[src/rtl/divider_pkg.sv]
// divider_pkg: shared types and constants for the restoring divider.
//   state_e          - controller states
//   DEFAULT_WIDTH    - default operand/result width
//   cnt_width()      - iteration counter width for a given operand width
package divider_pkg;

    typedef enum logic [1:0] {
        IDLE = 2'd0,
        RUN  = 2'd1,
        ZERO = 2'd2,
        DONE = 2'd3
    } state_e;

    localparam int unsigned DEFAULT_WIDTH = 4;

    // Counter must be able to represent WIDTH itself, hence the extra bit.
    function automatic int unsigned cnt_width(input int unsigned w);
        return 32'($clog2(w)) + 32'd1;
    endfunction

endpackage

[src/rtl/ripple_subtractor.sv]
// ripple_subtractor: combinational ripple-borrow subtractor, diff = a - b.
//   minuend_i    in  WIDTH  a
//   subtrahend_i in  WIDTH  b
//   diff         out WIDTH  a - b (modulo 2^WIDTH)
//   borrow_out   out 1      set when b > a
module ripple_subtractor #(
    parameter int unsigned WIDTH = 5
) (
    input  logic [WIDTH-1:0] minuend_i,
    input  logic [WIDTH-1:0] subtrahend_i,
    output logic [WIDTH-1:0] diff,
    output logic             borrow_out
);

    logic [WIDTH:0] borrow;

    // Chain of full-subtractor cells, LSB first.
    always_comb begin
        borrow[0] = 1'b0;
        diff      = '0;
        for (int i = 0; i < WIDTH; i++) begin
            diff[i]     = minuend_i[i] ^ subtrahend_i[i] ^ borrow[i];
            borrow[i+1] = (~minuend_i[i] & subtrahend_i[i])
                        | (~(minuend_i[i] ^ subtrahend_i[i]) & borrow[i]);
        end
    end

    assign borrow_out = borrow[WIDTH];

endmodule

[src/rtl/restoring_divider.sv]
// restoring_divider: sequential restoring shift-and-subtract divider.
// One iteration per cycle; results and div_by_zero update only on the edge
// that raises done and are held until the next result.
// Optional macro RESTORING_DIVIDER_SIGNED_EN selects two's-complement
// operands (magnitude core with combinational sign fix-up); undefined is
// unsigned only.
//   clk         in   rising-edge clock
//   rst         in   asynchronous active-high reset
//   start       in   request, accepted only while busy=0
//   dividend    in   WIDTH numerator, sampled with an accepted start
//   divisor     in   WIDTH denominator, sampled with an accepted start
//   busy        out  operation in progress
//   done        out  one-cycle pulse, results valid
//   quotient    out  WIDTH result
//   remainder   out  WIDTH result
//   div_by_zero out  divisor was zero
module restoring_divider
    import divider_pkg::*;
#(
    parameter int unsigned WIDTH = DEFAULT_WIDTH
) (
    input  logic             clk,
    input  logic             rst,
    input  logic             start,
    input  logic [WIDTH-1:0] dividend,
    input  logic [WIDTH-1:0] divisor,
    output logic             busy,
    output logic             done,
    output logic [WIDTH-1:0] quotient,
    output logic [WIDTH-1:0] remainder,
    output logic             div_by_zero
);

    localparam int unsigned      CNT_W     = cnt_width(WIDTH);
    localparam logic [CNT_W-1:0] LAST_ITER = CNT_W'(WIDTH - 1);

    state_e             state_q, state_d;
    logic [CNT_W-1:0]   cnt_q, cnt_d;
    logic [WIDTH-1:0]   r_q, r_d;       // partial remainder
    logic [WIDTH-1:0]   q_q, q_d;       // dividend shifting out / quotient shifting in
    logic [WIDTH-1:0]   d_q, d_d;       // divisor magnitude
    logic               busy_q, busy_d;
    logic               done_q, done_d;
    logic [WIDTH-1:0]   quot_q, quot_d;
    logic [WIDTH-1:0]   rem_q, rem_d;
    logic               dbz_q, dbz_d;

    logic [WIDTH-1:0]   dvd_mag, dvs_mag;
    logic [WIDTH-1:0]   q_res, r_res;
    logic [WIDTH:0]     trial_a, trial_b, trial_diff;
    logic               trial_borrow;

`ifdef RESTORING_DIVIDER_SIGNED_EN
    localparam logic [WIDTH-1:0] ONE_W = WIDTH'(1);

    logic negq_q, negq_d, negr_q, negr_d;
    logic accept;

    assign accept  = (state_q == IDLE) && start;
    assign dvd_mag = dividend[WIDTH-1] ? (~dividend + ONE_W) : dividend;
    assign dvs_mag = divisor[WIDTH-1]  ? (~divisor + ONE_W)  : divisor;
    assign negq_d  = accept ? (dividend[WIDTH-1] ^ divisor[WIDTH-1]) : negq_q;
    assign negr_d  = accept ? dividend[WIDTH-1] : negr_q;
    // Most-negative dividend has magnitude 2^(WIDTH-1), which is still
    // exact as an unsigned WIDTH-bit value, so -2^(W-1)/-1 needs no special case.
    assign q_res   = negq_q ? (~q_q + ONE_W) : q_q;
    assign r_res   = negr_q ? (~r_q + ONE_W) : r_q;

    // Result sign bits captured at acceptance.
    always_ff @(posedge clk or posedge rst) begin
        if (rst) begin
            negq_q <= 1'b0;
            negr_q <= 1'b0;
        end else begin
            negq_q <= negq_d;
            negr_q <= negr_d;
        end
    end
`else
    assign dvd_mag = dividend;
    assign dvs_mag = divisor;
    assign q_res   = q_q;
    assign r_res   = r_q;
`endif

    // Shifted partial remainder (WIDTH+1 bits) against the zero-extended divisor.
    assign trial_a = {r_q, q_q[WIDTH-1]};
    assign trial_b = {1'b0, d_q};

    ripple_subtractor #(
        .WIDTH (WIDTH + 1)
    ) u_sub (
        .minuend_i    (trial_a),
        .subtrahend_i (trial_b),
        .diff         (trial_diff),
        .borrow_out   (trial_borrow)
    );

    // State and datapath registers.
    always_ff @(posedge clk or posedge rst) begin
        if (rst) begin
            state_q <= IDLE;
            cnt_q   <= '0;
            r_q     <= '0;
            q_q     <= '0;
            d_q     <= '0;
            busy_q  <= 1'b0;
            done_q  <= 1'b0;
            quot_q  <= '0;
            rem_q   <= '0;
            dbz_q   <= 1'b0;
        end else begin
            state_q <= state_d;
            cnt_q   <= cnt_d;
            r_q     <= r_d;
            q_q     <= q_d;
            d_q     <= d_d;
            busy_q  <= busy_d;
            done_q  <= done_d;
            quot_q  <= quot_d;
            rem_q   <= rem_d;
            dbz_q   <= dbz_d;
        end
    end

    // Next-state, datapath and registered-output logic.
    always_comb begin
        state_d = state_q;
        cnt_d   = cnt_q;
        r_d     = r_q;
        q_d     = q_q;
        d_d     = d_q;
        busy_d  = 1'b0;
        done_d  = 1'b0;
        quot_d  = quot_q;
        rem_d   = rem_q;
        dbz_d   = dbz_q;

        unique case (state_q)
            IDLE: begin
                if (start) begin
                    d_d    = dvs_mag;
                    q_d    = dvd_mag;
                    // Zero path parks the raw dividend in r_q as its remainder.
                    r_d    = (divisor == '0) ? dividend : '0;
                    cnt_d  = '0;
                    busy_d = 1'b1;
                    state_d = (divisor == '0) ? ZERO : RUN;
                end
            end
            RUN: begin
                busy_d = 1'b1;
                if (trial_borrow) begin
                    r_d = trial_a[WIDTH-1:0];
                    q_d = {q_q[WIDTH-2:0], 1'b0};
                end else begin
                    r_d = trial_diff[WIDTH-1:0];
                    q_d = {q_q[WIDTH-2:0], 1'b1};
                end
                cnt_d = cnt_q + CNT_W'(1);
                if (cnt_q == LAST_ITER) begin
                    state_d = DONE;
                end
            end
            ZERO: begin
                busy_d  = 1'b1;
                state_d = DONE;
            end
            DONE: begin
                done_d  = 1'b1;
                state_d = IDLE;
                if (d_q == '0) begin
                    quot_d = '1;
                    rem_d  = r_q;
                    dbz_d  = 1'b1;
                end else begin
                    quot_d = q_res;
                    rem_d  = r_res;
                    dbz_d  = 1'b0;
                end
            end
            default: state_d = IDLE;
        endcase
    end

    assign busy        = busy_q;
    assign done        = done_q;
    assign quotient    = quot_q;
    assign remainder   = rem_q;
    assign div_by_zero = dbz_q;

endmodule
[config.mk]
export PLATFORM = sky130hd
export DESIGN_NAME = restoring_divider
export DESIGN_NICKNAME = d
export VERILOG_FILES = /design/src/rtl/divider_pkg.sv /design/src/rtl/ripple_subtractor.sv /design/src/rtl/restoring_divider.sv
export SDC_FILE = /design/constraint.sdc
export NUM_CORES = 1
export LEC_CHECK = 0
export CAP_MARGIN = 10
export CELL_PAD_IN_SITES_DETAIL_PLACEMENT = 0
export CELL_PAD_IN_SITES_GLOBAL_PLACEMENT = 1
export CORE_ASPECT_RATIO = 0.75
export CORE_MARGIN = 5
export CORE_UTILIZATION = 40
export DETAILED_ROUTE_END_ITERATION = 6
export GPL_TIMING_DRIVEN = 1
export PLACE_DENSITY_LB_ADDON = 0.12
export SYNTH_ARGS = -nofsm -noshare
export SYNTH_HDL_FRONTEND = slang
export SYNTH_SLANG_ARGS = --single-unit
[constraint.sdc]
create_clock -name clk -period 2.8 [get_ports clk]
set_input_delay 0.42 -clock clk [delete_from_list [all_inputs] [get_ports clk]]
set_output_delay 0.42 -clock clk [all_outputs]
set_load 0.01 [all_outputs]
After elaboration in Yosys (flattened, before gate mapping)
Index checks and enable logic that the tools add are counted.
{"block": "classes", "add_sub_neg": 1, "reduce_logical": 8, "n_bitwise": 26, "mux": 18, "eq_ne": 6}
{"op": "4-bit two-way mux", "n": 5}
{"op": "4-bit case mux with 2 select lines", "n": 2}
{"op": "1-bit bitwise AND", "n": 8}
{"op": "4-bit zero test", "n": 2}
{"op": "1-bit inverter", "n": 8}
{"op": "2-bit case mux with 4 select lines", "n": 1}
{"op": "1-bit XOR", "n": 7}
{"op": "2-bit two-way mux", "n": 3}
{"op": "3-bit case mux with 2 select lines", "n": 1}
{"op": "2-bit AND reduction", "n": 3}
{"op": "2-bit equality test (second input constant)", "n": 2}
{"op": "1-bit two-way mux", "n": 4}
{"op": "2-bit != test (second input constant)", "n": 2}
{"op": "3-bit by 1-bit adder with 3-bit output (second input constant)", "n": 1}
{"op": "3-bit by 2-bit equality test with 1-bit output (second input constant)", "n": 1}
{"op": "3-bit two-way mux", "n": 1}
{"op": "1-bit OR", "n": 3}
{"op": "2-bit by 1-bit equality test with 1-bit output (second input constant)", "n": 1}
{"op": "2-bit zero test", "n": 1}
{"op": "1-bit case mux with 2 select lines", "n": 1}
{"op": "2-bit nonzero test", "n": 1}
{"op": "2-bit OR reduction", "n": 1}
{"block": "totals", "output_inout_bits": 11, "wordCells": 69, "ff_bits": 28}

Depth between registers and ports, before layout
{"block": "depth", "ltp_word": 11, "depth_mapped": 8, "ltp_nobuf": 8}

By module
A second synthesis with hierarchy kept.
{"block": "hier_totals", "hier_cells": 137, "hier_area_um2": 1506.4}
{"module": "restoring_divider", "cells_each": 120, "instances": 1, "area_each_um2": 1368.8, "seq_area_each_um2": 700.7}
{"module": "ripple_subtractor", "cells_each": 17, "instances": 1, "area_each_um2": 137.6, "seq_area_each_um2": 0.0}

Worst setup path before layout
Ideal clock, no wire load.
{"block": "synth_timing", "path_kind": "register to register", "startpoint": "register q_q[3]", "endpoint": "register q_q[0]", "t_required_ps": 2736, "path_stages_with_launch": 9, "setup_slack_ps": 507, "arrival_time_ps": 2229, "synth_period_minus_slack_ps": 2293, "n_path_buf": 0, "path_cell_list": "dfrtp_1 inv_1 ha_1 fa_1 fa_1 fa_1 nor2b_1 a211oi_1 a21o_1"}
{"block": "synth_via", "elab_chain_cells": 11}
{"item": "start, declared", "line_no": "restoring_divider.sv:40", "text": "logic [WIDTH-1:0] q_q, q_d;"}
{"item": "start signal, assigned", "line_no": "restoring_divider.sv:116", "text": "q_q <= q_d;"}
{"item": "1-bit inverter", "line_no": "ripple_subtractor.sv:23", "text": "borrow[i+1] = (~minuend_i[i] & subtrahend_i[i])"}
{"item": "1-bit bitwise AND", "line_no": "ripple_subtractor.sv:23"}
{"item": "1-bit bitwise AND", "line_no": "ripple_subtractor.sv:24", "text": "| (~(minuend_i[i] ^ subtrahend_i[i]) & borrow[i]);"}
{"item": "1-bit OR", "line_no": "ripple_subtractor.sv:24"}
{"item": "1-bit bitwise AND", "line_no": "ripple_subtractor.sv:24"}
{"item": "1-bit OR", "line_no": "ripple_subtractor.sv:24"}
{"item": "1-bit bitwise AND", "line_no": "ripple_subtractor.sv:24"}
{"item": "1-bit OR", "line_no": "ripple_subtractor.sv:24"}
{"item": "1-bit bitwise AND", "line_no": "ripple_subtractor.sv:24"}
{"item": "1-bit two-way mux", "line_no": "restoring_divider.sv:153", "text": "if (trial_borrow) begin"}
{"item": "4-bit case mux with 2 select lines", "line_no": "restoring_divider.sv:139", "text": "unique case (state_q)"}
No other way between the ends.
A chain may end at the register's enable or synchronous reset.

Final worst setup path
{"block": "layout_timing", "startpoint": "register q_q[3]", "endpoint": "register r_q[1]"}
{"block": "layout_via", "elab_chain_cells": 11, "elab_cells_between_ends": 12}
{"item": "1-bit inverter *", "line_no": "ripple_subtractor.sv:23"}
{"item": "1-bit bitwise AND *", "line_no": "ripple_subtractor.sv:23"}
{"item": "1-bit bitwise AND", "line_no": "ripple_subtractor.sv:24"}
{"item": "1-bit OR", "line_no": "ripple_subtractor.sv:24"}
{"item": "1-bit bitwise AND", "line_no": "ripple_subtractor.sv:24"}
{"item": "1-bit OR", "line_no": "ripple_subtractor.sv:24"}
{"item": "1-bit bitwise AND", "line_no": "ripple_subtractor.sv:24"}
{"item": "1-bit OR", "line_no": "ripple_subtractor.sv:24"}
{"item": "1-bit bitwise AND", "line_no": "ripple_subtractor.sv:24"}
{"item": "4-bit two-way mux *", "line_no": "restoring_divider.sv:153"}
{"item": "4-bit case mux with 2 select lines *", "line_no": "restoring_divider.sv:139"}
{"item": "end signal, assigned", "line_no": "restoring_divider.sv:115", "text": "r_q <= r_d;"}
{"item": "end, declared", "line_no": "restoring_divider.sv:39", "text": "logic [WIDTH-1:0] r_q, r_d;"}
Every way passes the cells marked *; elsewhere a longest branch is shown, timed or not.

==> flow_summary_export.csv <==
group,metric,value,unit
yosys,ys_seq_area_share,48.6,%
yosys,synthTopCellsByArea,"dfrtp_1, ha_1, fa_1",
die,io_pins,22,
clocking,clockRootBuffer,"clkbuf_8",
clocking,postCtsSetupBuffers,0,
die,rows,18,
sta,relSlewSlack,55.6,%
flow_run,cap_viol_max_count,0,
clocking,cts.clk_slew.worst_paths,100,ps
clocking,postCtsHoldBufs,0,
global_routing,grt_pass1_wl,5070,µm
pwr,total_power,2.21,mW
worst_setup_path,cp.required,2940,ps
die,dieArea,4920,µm²
place,dp_worst_setup_slack,335,ps
die,start_util,42.7,%
global_routing,antenna_found_initial,0,
global_routing,grt_pass1_vias,966,
worst_setup_path,critPathKind,"flop to flop",
cells_and_area,post-route-util,51.3,%
sta,holdWs,501,ps
worst_setup_path,crit_fanout,5,
yosys,synth_area_leader_cell,"dfrtp_1",
cells_and_area,fill_cells,305,
yosys,avgSynthCellArea,11.6,µm²
cells_and_area,areaGrowthSynthToFinish,20.1,%
clocking,htreeDepth,1,
global_routing,grt_max_degree,29,
sta,drv_slew,0,
clocking,cts_buffers,3,
place,io_buffers,21,
yosys,synth_area,1440,µm²
global_routing,overflow,0,
yosys,synth-warning-count,0,
drt,wl_per_cell,15.8,µm
die,die_h,62.0,µm
die,core_area,3380,µm²
drt,num_vias,957,
clocking,clk_path_buf_depth,2,
clocking,cts_num_sinks,28,
hold_path,hold_path.class,"input port to async pin",
drt,drt-pass1-iter-count,4,
place,dp_hpwl,2190,µm
place,placed_area,1680,µm²
global_routing,gr-usage-all-layers,13.7,%
drt,drt_wl_total,2940,µm
cells_and_area,drive_above_1_share,11.6,%
sta,worstMarginPinSlew,667,ps
sta,fin_crit_sh,89.3,%
yosys,netlist.area_leader.share,48.6,%
place,dp_cells,182,
yosys,synth_cells,124,
cells_and_area,num_antenna_cells,0,
worst_setup_path,cp.arrival,2640,ps
drt,drt_iter0_markers,33,
pwr,leakage,0.776,nW
yosys,netlist-cell-type-count,33,
place,routabilityCongestion,0.833,
drt,drtAntennaViolNets,0,
yosys,synth_nets,144,
pwr,ir_drop,697,µV
drt,drc_errors,0,
sta,skew,7.33,ps
die,die_w,79.3,µm
cells_and_area,fin_cells,186,
worst_setup_path,end_kind,"flop",
clocking,cts_tree,"yes",
yosys,synth-seq-cells,28,
yosys,synth.most_common_cell,"dfrtp_1",
cells_and_area,design_area,1730,µm²
sta,final.setup.worst_slack,299,ps
clocking,clk_latency,280,ps
sta,final.setup.tns,0,ps
yosys,synth_edf_count,0,
yosys,synth_commonest_cells,"dfrtp_1, inv_1, nand2_1",
drt,via_per_inst,5.15,
cells_and_area,nNetsFinal,167,
sta,hold_viol,0,
sta,min_period,2500,ps
sta,max_freq,400,MHz
yosys,async_flop_share,100,%
pwr,power.density,1280,nW/µm²
yosys,synth_ff_type,"dfrtp_1",
status,status,"completed",
sta,final-setup-viol-count,0,
sta,rsz0062_at_grt,"no",
clocking,cts.repair.resized,0,
worst_setup_path,start_kind,"flop",
-- path summary, 6_finish.rpt --
check                           cells after the start                 start                      end  slack [ps]
worst max-delay path                                8    q_q[3]$_DFFE_PP0P_       r_q[1]$_DFFE_PP0P_         300
worst min-delay path                                3                   rst  div_by_zero$_DFFE_PP0P_         500
worst max register to register                      8    q_q[3]$_DFFE_PP0P_       r_q[1]$_DFFE_PP0P_         300
worst min register to register                      1  cnt_q[0]$_DFFE_PP0P_     cnt_q[0]$_DFFE_PP0P_         500
max in group asynchronous                           3                   rst   state_q[1]$_DFFE_PP0P_        2030
min in group clk                                    1  cnt_q[0]$_DFFE_PP0P_     cnt_q[0]$_DFFE_PP0P_         500
-- flip-flops by register name (all words and copies together) (netlist names) --
| register | count |
|---|---|
| div_by_zero | 1 |
| state_q | 2 |
| done | 1 |
| quotient | 4 |
| q_q | 4 |
| r_q | 4 |
| busy | 1 |
| remainder | 4 |
| cnt_q | 3 |
| d_q | 4 |
-- layer usage --
layer,vias up,part of all wire [%],track usage [%]
met4,0,0.65,2.21
met3,2,4.9,3.46
li1,471,-,-
met2,24,44,20.9
met5,-,0,0
met1,460,50,20.3
-- cells in the final DEF (no fill, tap or decap), drive strengths merged --
master	Yosys	routed
dfrtp	28	28
clkdlybuf4s50	0	21
inv	14	14
nand2	10	10
mux2	10	10
a21oi	9	9
mux2i	7	7
ha	6	6
o211ai	4	4
nor2	4	4
clkbuf	0	4
or3b	4	4
o21ai	4	4
a22oi	3	3
fa	3	3
and2b	2	2
nor2b	2	2
a211oi	2	2
nor4	2	2
nand2b	1	1
a21o	1	1
a32o	1	1
o22ai	1	1
o21a	1	1
a31oi	1	1
buf	4	1
-- layout make-up --
type                            instances  area, µm²  share of cell area [%]
Clock buffer                            4       55.1                    3.18
Inverter                               14       52.6                    3.03
Multi-Input combinational cell         78        657                    37.9
Sequential cell                        28        701                    40.4
Tap cell                               40       50.0                    2.89
Timing Repair Buffer                   22        218                    12.6
-- worst max-delay path: stages (launching register included) --
cell      delay [ps]
dfrtp_1          390
inv_1             70
ha_1             200
fa_1             370
fa_1             400
fa_1             450
nor2b_1          210
o211ai_1         180
a22oi_1          100
-- kinds of logic after synthesis --
family / share of synthesized area [%]
adder cells (fa/ha/maj): 9.37
AND/OR/NAND/NOR: 10.3
AO/OA/AOI/OAI: 12.1
multiplexers: 13.8
flip-flops: 48.6
buffers and inverters: 5.90
-- report_power, final --
part	internal (mW)	switching (mW)	total, mW	leakage [nW]
Clock	0.126	0.127	0.253	0.0288
Combinational	0.595	0.604	1.20	0.410
Sequential	0.614	0.143	0.757	0.336
Total	1.33	0.875	2.21	0.776
Power figures use the tool's default switching activity.
